<file path="src/rtl/spi_rx_pkg.sv">
// Shared types and constants for the SPI frame receive stage:
// FSM state encoding, default frame geometry and pin idle levels.
package spi_rx_pkg;

    typedef enum logic [1:0] {
        IDLE,
        SHIFT,
        FULL,
        OVR
    } state_t;

    localparam int ADDR_W_DEF = 7;
    localparam int DATA_W_DEF = 8;
    localparam int FRAME_BITS = 1 + ADDR_W_DEF + DATA_W_DEF;

    localparam int RW_BIT   = FRAME_BITS - 1;
    localparam int ADDR_MSB = RW_BIT - 1;
    localparam int ADDR_LSB = DATA_W_DEF;
    localparam int DATA_MSB = DATA_W_DEF - 1;
    localparam int DATA_LSB = 0;

    // Idle pin levels loaded into the synchronisers at reset.
    localparam logic NCS_IDLE  = 1'b1;
    localparam logic SCLK_IDLE = 1'b0;
    localparam logic COPI_IDLE = 1'b0;

endpackage

</file>
<file path="src/rtl/sync_edge_detect.sv">
// Multi-flop pin synchroniser with a history flop for edge pulses.
// Ports: clk, rst_n, i_pin (async) -> o_level, o_rise, o_fall.
module sync_edge_detect #(
    parameter int   STAGES  = 2,
    parameter logic RST_VAL = 1'b0
) (
    input  logic clk,
    input  logic rst_n,
    input  logic i_pin,
    output logic o_level,
    output logic o_rise,
    output logic o_fall
);

    logic [STAGES-1:0] r_sync;
    logic              r_hist;

    always_ff @(posedge clk or negedge rst_n) begin
        if (!rst_n) begin
            r_sync <= {STAGES{RST_VAL}};
            r_hist <= RST_VAL;
        end else begin
            r_sync <= {r_sync[STAGES-2:0], i_pin};
            r_hist <= r_sync[STAGES-1];
        end
    end

    assign o_level = r_sync[STAGES-1];
    assign o_rise  = r_sync[STAGES-1] & ~r_hist;
    assign o_fall  = ~r_sync[STAGES-1] & r_hist;

endmodule

</file>
<file path="src/rtl/spi_frame_rx.sv">
// SPI mode-0 MSB-first frame receiver: {rw, addr, data} word + valid/err pulses.
// Ports: clk, rst_n, SCLK/COPI/nCS pins -> frame_* fields, busy, err_count.
// Optional macro SPI_RX_ERR_CNT_EN enables the saturating error counter.
module spi_frame_rx
    import spi_rx_pkg::*;
#(
    parameter int SYNC_STAGES = 2,
    parameter int ADDR_W      = ADDR_W_DEF,
    parameter int DATA_W      = DATA_W_DEF
) (
    input  logic              clk,
    input  logic              rst_n,
    input  logic              SCLK,
    input  logic              COPI,
    input  logic              nCS,
    output logic              frame_valid,
    output logic              frame_rw,
    output logic [ADDR_W-1:0] frame_addr,
    output logic [DATA_W-1:0] frame_data,
    output logic              frame_err,
    output logic              busy,
    output logic [7:0]        err_count
);

    localparam int FB    = 1 + ADDR_W + DATA_W;
    localparam int CNT_W = $clog2(FB + 1);

    logic w_sclk_rise;
    logic w_unused_sclk_lvl;
    logic w_unused_sclk_fall;
    logic w_copi;
    logic w_unused_copi_rise;
    logic w_unused_copi_fall;
    logic w_ncs;
    logic w_ncs_rise;
    logic w_ncs_fall;

    sync_edge_detect #(.STAGES(SYNC_STAGES), .RST_VAL(SCLK_IDLE)) u_sclk (
        .clk     (clk),
        .rst_n   (rst_n),
        .i_pin   (SCLK),
        .o_level (w_unused_sclk_lvl),
        .o_rise  (w_sclk_rise),
        .o_fall  (w_unused_sclk_fall)
    );

    sync_edge_detect #(.STAGES(SYNC_STAGES), .RST_VAL(COPI_IDLE)) u_copi (
        .clk     (clk),
        .rst_n   (rst_n),
        .i_pin   (COPI),
        .o_level (w_copi),
        .o_rise  (w_unused_copi_rise),
        .o_fall  (w_unused_copi_fall)
    );

    sync_edge_detect #(.STAGES(SYNC_STAGES), .RST_VAL(NCS_IDLE)) u_ncs (
        .clk     (clk),
        .rst_n   (rst_n),
        .i_pin   (nCS),
        .o_level (w_ncs),
        .o_rise  (w_ncs_rise),
        .o_fall  (w_ncs_fall)
    );

    state_t             r_state;
    logic [FB-1:0]      r_shift;
    logic [CNT_W-1:0]   r_cnt;
    logic               r_valid;
    logic               r_err;
    logic               r_rw;
    logic [ADDR_W-1:0]  r_addr;
    logic [DATA_W-1:0]  r_data;

    always_ff @(posedge clk or negedge rst_n) begin
        if (!rst_n) begin
            r_state <= IDLE;
            r_shift <= '0;
            r_cnt   <= '0;
            r_valid <= 1'b0;
            r_err   <= 1'b0;
            r_rw    <= 1'b0;
            r_addr  <= '0;
            r_data  <= '0;
        end else begin
            r_valid <= 1'b0;
            r_err   <= 1'b0;
            // A fall outside IDLE can only come from a glitch; restart cleanly.
            if (w_ncs_fall) begin
                r_state <= SHIFT;
                r_cnt   <= '0;
            end else begin
                unique case (r_state)
                    IDLE: ;
                    SHIFT: begin
                        // nCS rise wins over a coincident SCLK rise.
                        if (w_ncs_rise) begin
                            r_err   <= 1'b1;
                            r_state <= IDLE;
                        end else if (w_sclk_rise) begin
                            r_shift <= {r_shift[FB-2:0], w_copi};
                            r_cnt   <= r_cnt + CNT_W'(1);
                            if (r_cnt == CNT_W'(FB - 1))
                                r_state <= FULL;
                        end
                    end
                    FULL: begin
                        if (w_ncs_rise) begin
                            r_valid <= 1'b1;
                            r_rw    <= r_shift[FB-1];
                            r_addr  <= r_shift[FB-2 -: ADDR_W];
                            r_data  <= r_shift[DATA_W-1:0];
                            r_state <= IDLE;
                        end else if (w_sclk_rise) begin
                            r_state <= OVR;
                        end
                    end
                    OVR: begin
                        if (w_ncs_rise) begin
                            r_err   <= 1'b1;
                            r_state <= IDLE;
                        end
                    end
                endcase
            end
        end
    end

    assign frame_valid = r_valid;
    assign frame_err   = r_err;
    assign frame_rw    = r_rw;
    assign frame_addr  = r_addr;
    assign frame_data  = r_data;
    assign busy        = ~w_ncs;

`ifdef SPI_RX_ERR_CNT_EN
    logic [7:0] r_err_cnt;

    always_ff @(posedge clk or negedge rst_n) begin
        if (!rst_n)
            r_err_cnt <= '0;
        else if (r_err && r_err_cnt != 8'hFF)
            r_err_cnt <= r_err_cnt + 8'd1;
    end

    assign err_count = r_err_cnt;
`else
    assign err_count = '0;
`endif

endmodule

</file>
<file path="config.mk">
export PLATFORM = sky130hd
export DESIGN_NAME = spi_frame_rx
export DESIGN_NICKNAME = d
export VERILOG_FILES = /design/src/rtl/spi_rx_pkg.sv /design/src/rtl/sync_edge_detect.sv /design/src/rtl/spi_frame_rx.sv
export SDC_FILE = /design/constraint.sdc
export NUM_CORES = 1
export LEC_CHECK = 0
export CAP_MARGIN = 5
export CORE_MARGIN = 8
export CORE_UTILIZATION = 40
export DETAILED_ROUTE_END_ITERATION = 8
export PLACE_DENSITY = 0.71
export SETUP_SLACK_MARGIN = 0.3
export SLEW_MARGIN = 20
export SYNTH_ARGS = -nofsm -noshare
export SYNTH_HDL_FRONTEND = slang
export SYNTH_HIERARCHICAL = 1
export SYNTH_SLANG_ARGS = --single-unit
</file>
<file path="constraint.sdc">
create_clock -name clk -period 3.2 [get_ports clk]
set_input_delay 0.48 -clock clk [delete_from_list [all_inputs] [get_ports clk]]
set_output_delay 0.48 -clock clk [all_outputs]
set_load 0.1 [all_outputs]
</file>
Word-level counts from Yosys, hierarchy flattened
Cells that the tools add are included.
- equality and inequality tests: 9
- multiplexer cells: 17
- add/sub/neg operators: 1
- reduce and logical (&&, ||, !) cells: 8
- bitwise operators: 8
- operators by type and width (cell ; number):
    $mux W5 ; 4
    $mux W2 ; 7
    $ne A4 B1 Y1 const B ; 2
    $pmux W2 S3 ; 1
    $reduce_and A3 Y1 ; 2
    $add A5 B1 Y5 const B ; 1
    $eq A5 B4 Y1 const B ; 1
    $mux W1 ; 5
    $not A1 Y1 ; 5
    $reduce_and A5 Y1 ; 1
    $eq A2 B2 Y1 const B ; 2
    $ne A4 B2 Y1 const B ; 1
    $reduce_and A4 Y1 ; 1
    $reduce_bool A2 Y1 ; 2
    $reduce_bool A4 Y1 ; 1
    $and A1 B1 Y1 ; 3
    $ne A3 B1 Y1 const B ; 1
    $eq A2 B1 Y1 const B ; 1
    $ne A2 B2 Y1 const B ; 1
    $reduce_or A2 Y1 ; 1
- input port bits: 5
- bits in registers: 49
- word-level logic and storage cells: 56
- output and inout bits: 27

Depth between registers and ports, before layout
Gate-level depths: netlist of the first run.
- depth after elaboration: 6
- gate-level depth with buffers: 7
- mapped depth without buffers: 7

Hierarchy
Netlist of the first run, hierarchy kept.
- modules (own cells, without submodules) (module ; cells each ; times used ; seq. area each (µm²) ; area each (µm²)):
    spi_frame_rx ; 159 ; 1 ; 1026.0 ; 1833.0
    sync_edge_detect (u_copi ...) ; 5 ; 2 ; 75.1 ; 90.1
    sync_edge_detect (u_ncs) ; 5 ; 1 ; 78.8 ; 93.8

Worst setup path after synthesis of the first run
OpenSTA, ideal clock, no wires.
- path kind: register to register
- start: reg r_cnt[0]
- end: reg r_state[0]
- arrival time: 1600 ps
- data required time: 3075 ps
- period minus slack after synthesis: 1725 ps
- library setup time: 125 ps
- path buffers: 0
- slack: 1475 ps
- stages on the path, launching flop included: 8
- cell sequence: dfrtp_1 -> ha_1 -> and3_1 -> ha_1 -> a21boi_0 -> o21ai_0 -> o311ai_2 -> mux2_2
- longest elaborated chain between the ends: 3
- RTL lines (item ; RTL line ; source):
    start: declaration ; spi_frame_rx.sv:67 ; logic [CNT_W-1:0] r_cnt;
    start signal: assignment ; spi_frame_rx.sv:101 ; r_cnt <= r_cnt + CNT_W'(1);
    $eq A5 B4 Y1 ; spi_frame_rx.sv:102 ; if (r_cnt == CNT_W'(FB - 1))
    $ne A4 B2 Y1 (no line) ; n/a ;
    $reduce_and A5 Y1 (no line) ; n/a ;
    end signal: assignment ; spi_frame_rx.sv:98 ; r_state <= IDLE;
    end signal: assignment ; spi_frame_rx.sv:103 ; r_state <= FULL;
    end signal: assignment ; spi_frame_rx.sv:112 ; r_state <= IDLE;
    end: declaration ; spi_frame_rx.sv:65 ; state_t r_state;
No other way between the ends.
A chain may end at the register's enable or synchronous reset.

Worst setup path after layout of the first run
- start: reg r_addr[6] (netlist: frame_addr[6])
- end: out frame_addr[6]
- RTL lines (item ; RTL line ; source):
    start: declaration ; spi_frame_rx.sv:71 ; logic [ADDR_W-1:0] r_addr;
    start signal: assignment ; spi_frame_rx.sv:110 ; r_addr <= r_shift[FB-2 -: ADDR_W];
    end: declaration ; spi_frame_rx.sv:18 ; output logic [ADDR_W-1:0] frame_addr,
No word-level cell between the ends.

==> out/qor.yml, run 1 <==
finalSetupTns_ns: 0
period_minus_slack_ns: 2.27
crit_family: "buffers and inverters"
grt_pass1_wl_mm: 5.53
grt_pass1_vias: 1165
io_buffers: 23
drt_iter0_drc: 64
hold_path.class: "in2async"
powerDensity_nw_per_um2: 664
cts_max_path_buffers: 2
root_buffer: "clkbuf_8"
initial_core_util: 0.408
syn_to_final_growth_pct: 13.4
core_um2: 5040
drv_cap: 0
pin_count: 32
post-cts-setup-buffers: 0
cts_tree: "yes"
fmax_mhz: 441
antenna_found_initial: 0
startpoint_type: "flop"
totalWireLength_mm: 3.29
layout.nets: 203
slew_viol_final: 0
yosys_warnings: 6
avgSynthCellArea_um2: 12.1
clk_pin_slew_ns: 0.08
maxSlewHeadroom: 0.350
crit_arrival_ns: 1.79
n_antenna_cell: 0
viasPerCell: 4.48
wire_per_inst_um: 12.5
design_area_um2: 2330
rsz0062_at_grt: "no"
timing.final.crit_share: 0.709
cts_hold_buffers: 0
gp_congestion: 0.708
overflow: 0
critPathCaptureType: "output pin"
drive_gt1_frac: 0.247
firstDrtPassIters: 4
synth_area_um2: 2060
cts_made_buffers: 5
insertion_delay_ns: 0.30
postPlaceCellArea_um2: 2240
hpwl_mm: 2.15
max_stage_delay_ns: 1.14
setup_viol: 0
leakage_nw: 1.21
cts.sinks: 49
path_buf_inv: 1
ant_nets: 0
outcome: "complete, no violations"
num_rows: 26
drc_errors: 0
grt_max_degree: 50
cp_cell_sequence: "clkdlybuf4s50_1"
crit_fanout: 2
vias: 1183
criticalPathCategory: "reg2out"
clock_skew_ns: 0.00614
die_w_um: 87.7
htree_levels: 2
die_h_um: 87.7
die_area_um2: 7700
cts_resized: 0
cp.required_ns: 2.72
grt_usage: 0.0929
peakVddDrop_v: 0.000651
worst_pin_slew_ns: 0.972
hold_viol: 0
syn_inst: 170
slowest_stage: "clkdlybuf4s50_1"
==> path summary, 6_finish.rpt <==
path / startpoint / endpoint / slack, ns / depth (start not counted)
min: rst_n / frame_rw / 0.18 / 1
min reg2reg: u_copi/r_sync[0] / u_copi/r_sync[1] / 0.35 / 0
max reg2reg: u_ncs/r_sync[1] / frame_data[2] / 1.28 / 5
max: frame_addr[6] / frame_addr[6] / 0.93 / 1
max in group asynchronous: rst_n / frame_addr[4] / 2.61 / 1
min in group clk: u_copi/r_sync[0] / u_copi/r_sync[1] / 0.35 / 0
==> per-stage QoR <==
stage               instances  power [mW]  worst slack [ns]  hold WS (ns)  utilization
global placement          256        1.19              1.27         0.334        0.445
CTS                       264        1.57             0.900         0.358        0.462
floorplan                 177        1.12              1.48         0.184            -
global route              264        1.63             0.862         0.224        0.463
detailed placement        256        1.20              1.23         0.336        0.445
finish                    264        1.55             0.930         0.184        0.463
==> layout make-up <==
class / instances / area [um^2]
clock buffer: 6 / 72.6
tap: 70 / 87.6
fill: 479 / 2710
multi-input combinational: 109 / 716
sequential: 49 / 1230
clock inverter: 2 / 13.8
inverter: 5 / 18.8
timing repair buffer: 23 / 195
==> sequential cells by signal (all words and copies together) (netlist names), 2 cells and up <==
name / count
frame_addr: 7
frame_data: 8
r_cnt: 5
r_shift: 16
r_state: 2
u_copi/r_sync: 2
u_ncs/r_sync: 2
u_sclk/r_sync: 2
==> layer usage <==
metal,track usage,part of all wire,wire length (um)
met1,0.118,0.48,1590
met2,0.137,0.44,1440
met3,0.0375,0.064,210
met4,0.0375,0.015,48
met5,0,0,0
==> cells in the final DEF, fill, tap and decap left out, types with 3 or more instances in the layout <==
master,instances
dfrtp_1,46
mux2_2,7
ha_1,5
inv_1,4
dfstp_2,3
conb_1,8
nand2_1,50
nor2_1,7
clkbuf_8,5
clkdlybuf4s50_1,9
buf_4,14
mux2_4,10
==> power by group <==
group	switching (mW)	internal [mW]
registers	0.0496	0.688
clock network	0.200	0.156
logic	0.313	0.143
total	0.562	0.987
Note: power is estimated with default switching activity, not from simulation.
==> inputs of run 2 (changes only) <==
Clock period 3.2 ns to 2.1 ns, I/O delays scaled along.
==> run 2 against run 1 <==
  * Via count is 1.5% lower
  * Combinational power rose by 59%
  * Count of clock-buffer cells in the layout fell by 1
  * Hold slack got worse by 0.17 ns
  * Largest cell class unchanged
  * Largest power group unchanged
==> out/qor.yml, run 2 (synthesis gave the netlist of run 1 again) <==
outcome: "complete, no violations"
leakage_nw: 1.29  # +6.5%
firstDrtPassIters: 4  # unchanged
gp_congestion: 0.693  # -2.1%
sw_frac_of_total: 0.322  # -0.0404
root_buffer: "clkbuf_8"
viasPerCell: 4.30  # -4.1%
vias: 1165  # -1.5%
cts.sinks: 49  # unchanged
whs_ns: 0.0183  # -0.166 ns
fin_util: 0.484  # +0.0213
final-seq-area_um2: 1230  # unchanged
wire_per_inst_um: 11.8  # -5.6%
crit_start: "u_ncs/r_sync[1]"
final_cells: 271  # +2.7%
largest_reg_flops: 16  # unchanged
num-fill-cells: 456  # -4.8%
antenna_found_initial: 0  # unchanged
hold_path.class: "in2async"
crit_arrival_ns: 1.90  # +0.11 ns
drc_errors: 0  # unchanged
pin_count: 32  # unchanged
core_um2: 5040  # unchanged
startpoint_type: "flop"
maxSlewHeadroom: 0.589  # +0.239
switching_power_uw: 843  # +50%
reg2regPathDepth: 5  # unchanged
n_antenna_cell: 0  # unchanged
syn_to_final_growth_pct: 18.6
slew_viol_final: 0  # unchanged
r2r_end: "r_shift[2]"
peakVddDrop_v: 0.000798  # +23%
drv_cap: 0  # unchanged
htree_levels: 2  # unchanged
overflow: 0  # unchanged
timing.final.crit_share: 0.817
grt_pass1_wl_mm: 5.49  # -0.74%
combPwrFrac: 0.278  # -0.017
criticalPathCategory: "reg2reg"
totalWireLength_mm: 3.19  # -3.1%
worst_pin_slew_ns: 0.617  # -0.355 ns
largest-register: "r_shift"
drt_iter0_drc: 71  # +11%
cts_made_buffers: 5  # unchanged
setup_viol: 0  # unchanged
die_area_um2: 7700  # unchanged
hpwl_mm: 2.22  # +3.0%
layout.nets: 210  # +3.4%
critPathCaptureType: "flop"
cts_hold_buffers: 0  # unchanged
die_h_um: 87.7  # unchanged
layout_commonest_cell: "nand2_1"
drive_gt1_frac: 0.313  # +0.0660
p_int_mw: 1.77  # +79%
rsz0062_at_grt: "yes"
finalSetupTns_ns: 0  # unchanged
power_mw: 2.61  # +69%
die_w_um: 87.7  # unchanged
num_rows: 26  # unchanged
multi_input_area_um2: 728  # +1.7%
grt_usage: 0.0922  # -0.000648
sequentialPowerShare: 0.427  # -0.049
layout_common_cells: "nand2_1, dfrtp_1, buf_4"
cp.required_ns: 2.29  # -0.43 ns
ant_nets: 0  # unchanged
insertion_delay_ns: 0.30  # about the same
period_minus_slack_ns: 1.72
grt_pass1_vias: 1217  # +4.5%
r2r-start: "u_ncs/r_sync[1]"
powerDensity_nw_per_um2: 1070  # +61%
cts_max_path_buffers: 2  # unchanged
initial_core_util: 0.408  # unchanged
clock_skew_ns: 0.00814  # +0.00200 ns
rrSetupSlack_ns: 0.38  # -0.90 ns
hold_viol: 0  # unchanged
grt_max_degree: 30  # -40%
place_inst: 259  # +1.2%
crit_fanout: 11  # +9
cts_tree: "yes"
clk_pin_slew_ns: 0.09  # about the same
fmax_mhz: 583
clkPwrFrac: 0.294  # +0.065
io_buffers: 23  # unchanged
[run 2: worst max-delay path by stage]
stage                       end  cells past startpoint
floorplan            r_state[0]                      7
global placement    r_shift[10]                      4
detailed placement   r_shift[9]                      4
CTS                  r_state[0]                      7
global route         r_state[0]                      7
finish               r_shift[2]                      5
[run 2: stage by stage]
step | worst slack [ns] | area, um^2
2_1_floorplan | 0.375 | 2080
3_3_place_gp | 0.282 | 2250
3_5_place_dp | 0.221 | 2250
4_1_cts | 0.326 | 2430
5_1_grt | 0.293 | 2440
6_report | 0.385 | 2440
[run 2: cell type report]
cell class / instances / area share
Sequential cell: 49 / 0.504
Multi-Input combinational cell: 109 / 0.298
Timing Repair Buffer: 30 / 0.0994
Tap cell: 70 / 0.0359
Clock buffer: 5 / 0.0282
Clock inverter: 3 / 0.0267
Inverter: 5 / 0.00769
[run 2: critical path: stages, from the launching register on]
cell	delay [ns]
dfstp_2	0.55
and2b_4	0.24
nor2_4	0.13
and3_4	0.22
buf_4	0.17
mux2_4	0.30
[run 2: power groups by stage]
stage               combinational, mW  clock [mW]  sequential (mW)
detailed placement              0.690           0             1.14
global route                    0.791       0.827             1.13
global placement                0.689           0             1.13
CTS                             0.719       0.793             1.12
floorplan                       0.389           0             1.32
finish                          0.727       0.770             1.12
[run 2: metal layers]
| layer | GRT usage | share of wire | vias to the layer above |
|---|---|---|---|
| met3 | 0.0328 | 0.070 | 7 |
| met2 | 0.129 | 0.40 | 31 |
| met1 | 0.118 | 0.50 | 541 |
| met5 | 0 | 0 | - |
| met4 | 0.0563 | 0.024 | 0 |
| li1 | - | - | 586 |
[run 2: repair_timing]
action                     in CTS  in global routing
setup buffers                   4                  0
pin swaps                       1                  0
gates resized for setup         1                  4
gates cloned                    0                  0
setup endpoints to repair      17                  5
hold endpoints to repair        0                  0
==> patch, RTL diff (config.mk and constraints of run 2) <==
Add a define of `SPI_RX_ERR_CNT_EN`.
--- a/src/rtl/spi_frame_rx.sv
+++ b/src/rtl/spi_frame_rx.sv
@@ -1,6 +1,8 @@
 // SPI mode-0 MSB-first frame receiver: {rw, addr, data} word + valid/err pulses.
 // Ports: clk, rst_n, SCLK/COPI/nCS pins -> frame_* fields, busy, err_count.
 // Optional macro SPI_RX_ERR_CNT_EN enables the saturating error counter.
+`define SPI_RX_ERR_CNT_EN
+
 module spi_frame_rx
     import spi_rx_pkg::*;
 #(
Check against the original RTL: not equivalent (a bounded check fails within 10 cycles, from zero or initial values and one cycle with rst_n low).
==> patch against run 2 <==
Clock power increased by 45%. Clock skew decreased by 0.0028 ns. Area after synthesis increased by 14%. Setup slack improved by 0.018 ns. Sequential cell count increased by 8. Synthesized cell count decreased by 4.7%. Wire length increased by 21%. Power increased by 44%. Non-clock buffer count increased by 3. Global-route usage increased by 0.85 points. Cell area increased by 20%. Critical endpoint is now r_shift[3].
==> patch: results (changes against run 2) <==
[placed_design]
hpwl_um = 2560  ; +16%
port_buffers = 31  ; +35%
gp_congestion = 0.725  ; +4.8%
dpl.cell_count = 264  ; +1.9%
place_area_um2 = 2670  ; +18%
pre_cts_slack_ns = 0.198  ; -0.0226 ns

[drt]
drt_wl_total_um = 3850  ; +21%
drt_iter0_drc = 36  ; -49%
firstDrtPassIters = 3  ; -1
antenna_left = 0  ; unchanged
viasPerCell = 4.76  ; +11%
post_drt_wl_per_cell_um = 13.7  ; +16%

[sta]
slew_headroom = 0.791  ; +0.202
clock_skew_ns = 0.00536  ; -0.00278 ns

[global_routing]
use_met3 = 0.0502  ; +0.0173
antenna_found_initial = 0  ; unchanged
grt_pass1_wl_um = 6800  ; +24%
grt_use_total = 0.101  ; +0.00854
grt_max_degree = 58  ; +93%
met1_usage = 0.121  ; +0.00301
met2_usage = 0.149  ; +0.0197
grt_pass1_vias = 1431  ; +18%

[synth]
syn_avg_cell_area_um2 = 14.4  ; +19%
syn_nets = 173
ys_warn_count = 6  ; unchanged

[clocking]
cts_resized = 2  ; +1
ctsLongestPathBuffers = 2  ; unchanged
clock_latency_ns = 0.33  ; +0.03 ns
clockRootBuffer = clkbuf_8
path_clk_slew_ns = 0.06  ; -0.03 ns
cts_setup_buffers = 0  ; -4
cts_made_buffers = 9  ; +4
htreeDepth = 3  ; +1
hold_buffers = 1  ; +1

[setup_path]
cp.arrival_ns = 1.91
crit_fanout = 8  ; -3

[finish]
layout.nets = 213  ; +1.4%
layout-drive-gt1-share = 0.464  ; +0.150
antennaDiodeCount = 0  ; unchanged
largest_register = r_shift
largest_reg_flops = 16  ; unchanged

[outcome]
outcome = complete, no violations

[min_path]
hp-class = reg -> reg

[power]
ir_worst_vdd_mv = 0.696  ; -13%
p_sw_mw = 1.39  ; +64%
p_leak_nw = 1.44  ; +12%

patch: cell count changes in the layout (fill, tap and decap cells not counted), moves of 3 or more:
cell      change
conb_1        -8
a21oi_1       +4
mux2_2       +17
inv_1         +3
clkbuf_8      +9
dfrtp_4       +4
dfrtp_2       +4
xnor2_1       +4
nand2_1      -44
patch: final timing paths:
path | startpoint | slack, ns | cells after the start | endpoint
worst max-delay path | u_ncs/r_sync[1] | 0.40 | 4 | r_shift[3]
worst min-delay path | u_copi/r_sync[0] | 0.35 | 0 | u_copi/r_sync[1]
worst max register to register | u_ncs/r_sync[1] | 0.40 | 4 | r_shift[3]
worst min register to register | u_copi/r_sync[0] | 0.35 | 0 | u_copi/r_sync[1]
max in group asynchronous | rst_n | 1.30 | 3 | u_ncs/r_hist
min in group asynchronous | rst_n | 0.50 | 3 | r_shift[2]
patch: routing by layer:
metal / wire (µm) / vias to the layer above
li1: - / 642
met1: 1800 / 666
met2: 1760 / 28
met3: 227 / 7
met4: 65 / 0
met5: 0 / -
patch: layout make-up:
| class | instances | area [µm²] |
|---|---|---|
| fillers | 529 | 2860 |
| flip-flops and latches | 57 | 1450 |
| multi-input cells | 93 | 857 |
| repair buffers | 33 | 268 |
| clock buffers | 15 | 196 |
| well taps | 75 | 93.8 |
| clock inverters | 1 | 30.0 |
| inverters | 8 | 30.0 |
patch: power groups by stage:
stage / Clock (mW) / Combinational, mW / Sequential [mW]
final: 1.12 / 1.21 / 1.43
after global routing: 1.20 / 1.28 / 1.46
after CTS: 1.16 / 1.20 / 1.43
after detailed placement: 0 / 1.19 / 1.45
after global placement: 0 / 1.17 / 1.44
after floorplan: 0 / 0.415 / 1.97
patch: worst max-delay path: stages, from the launching register on:
cell,delay [ns]
dfstp_2,0.55
nor2b_4,0.19
and3b_2,0.30
and2_4,0.24
mux2_4,0.31
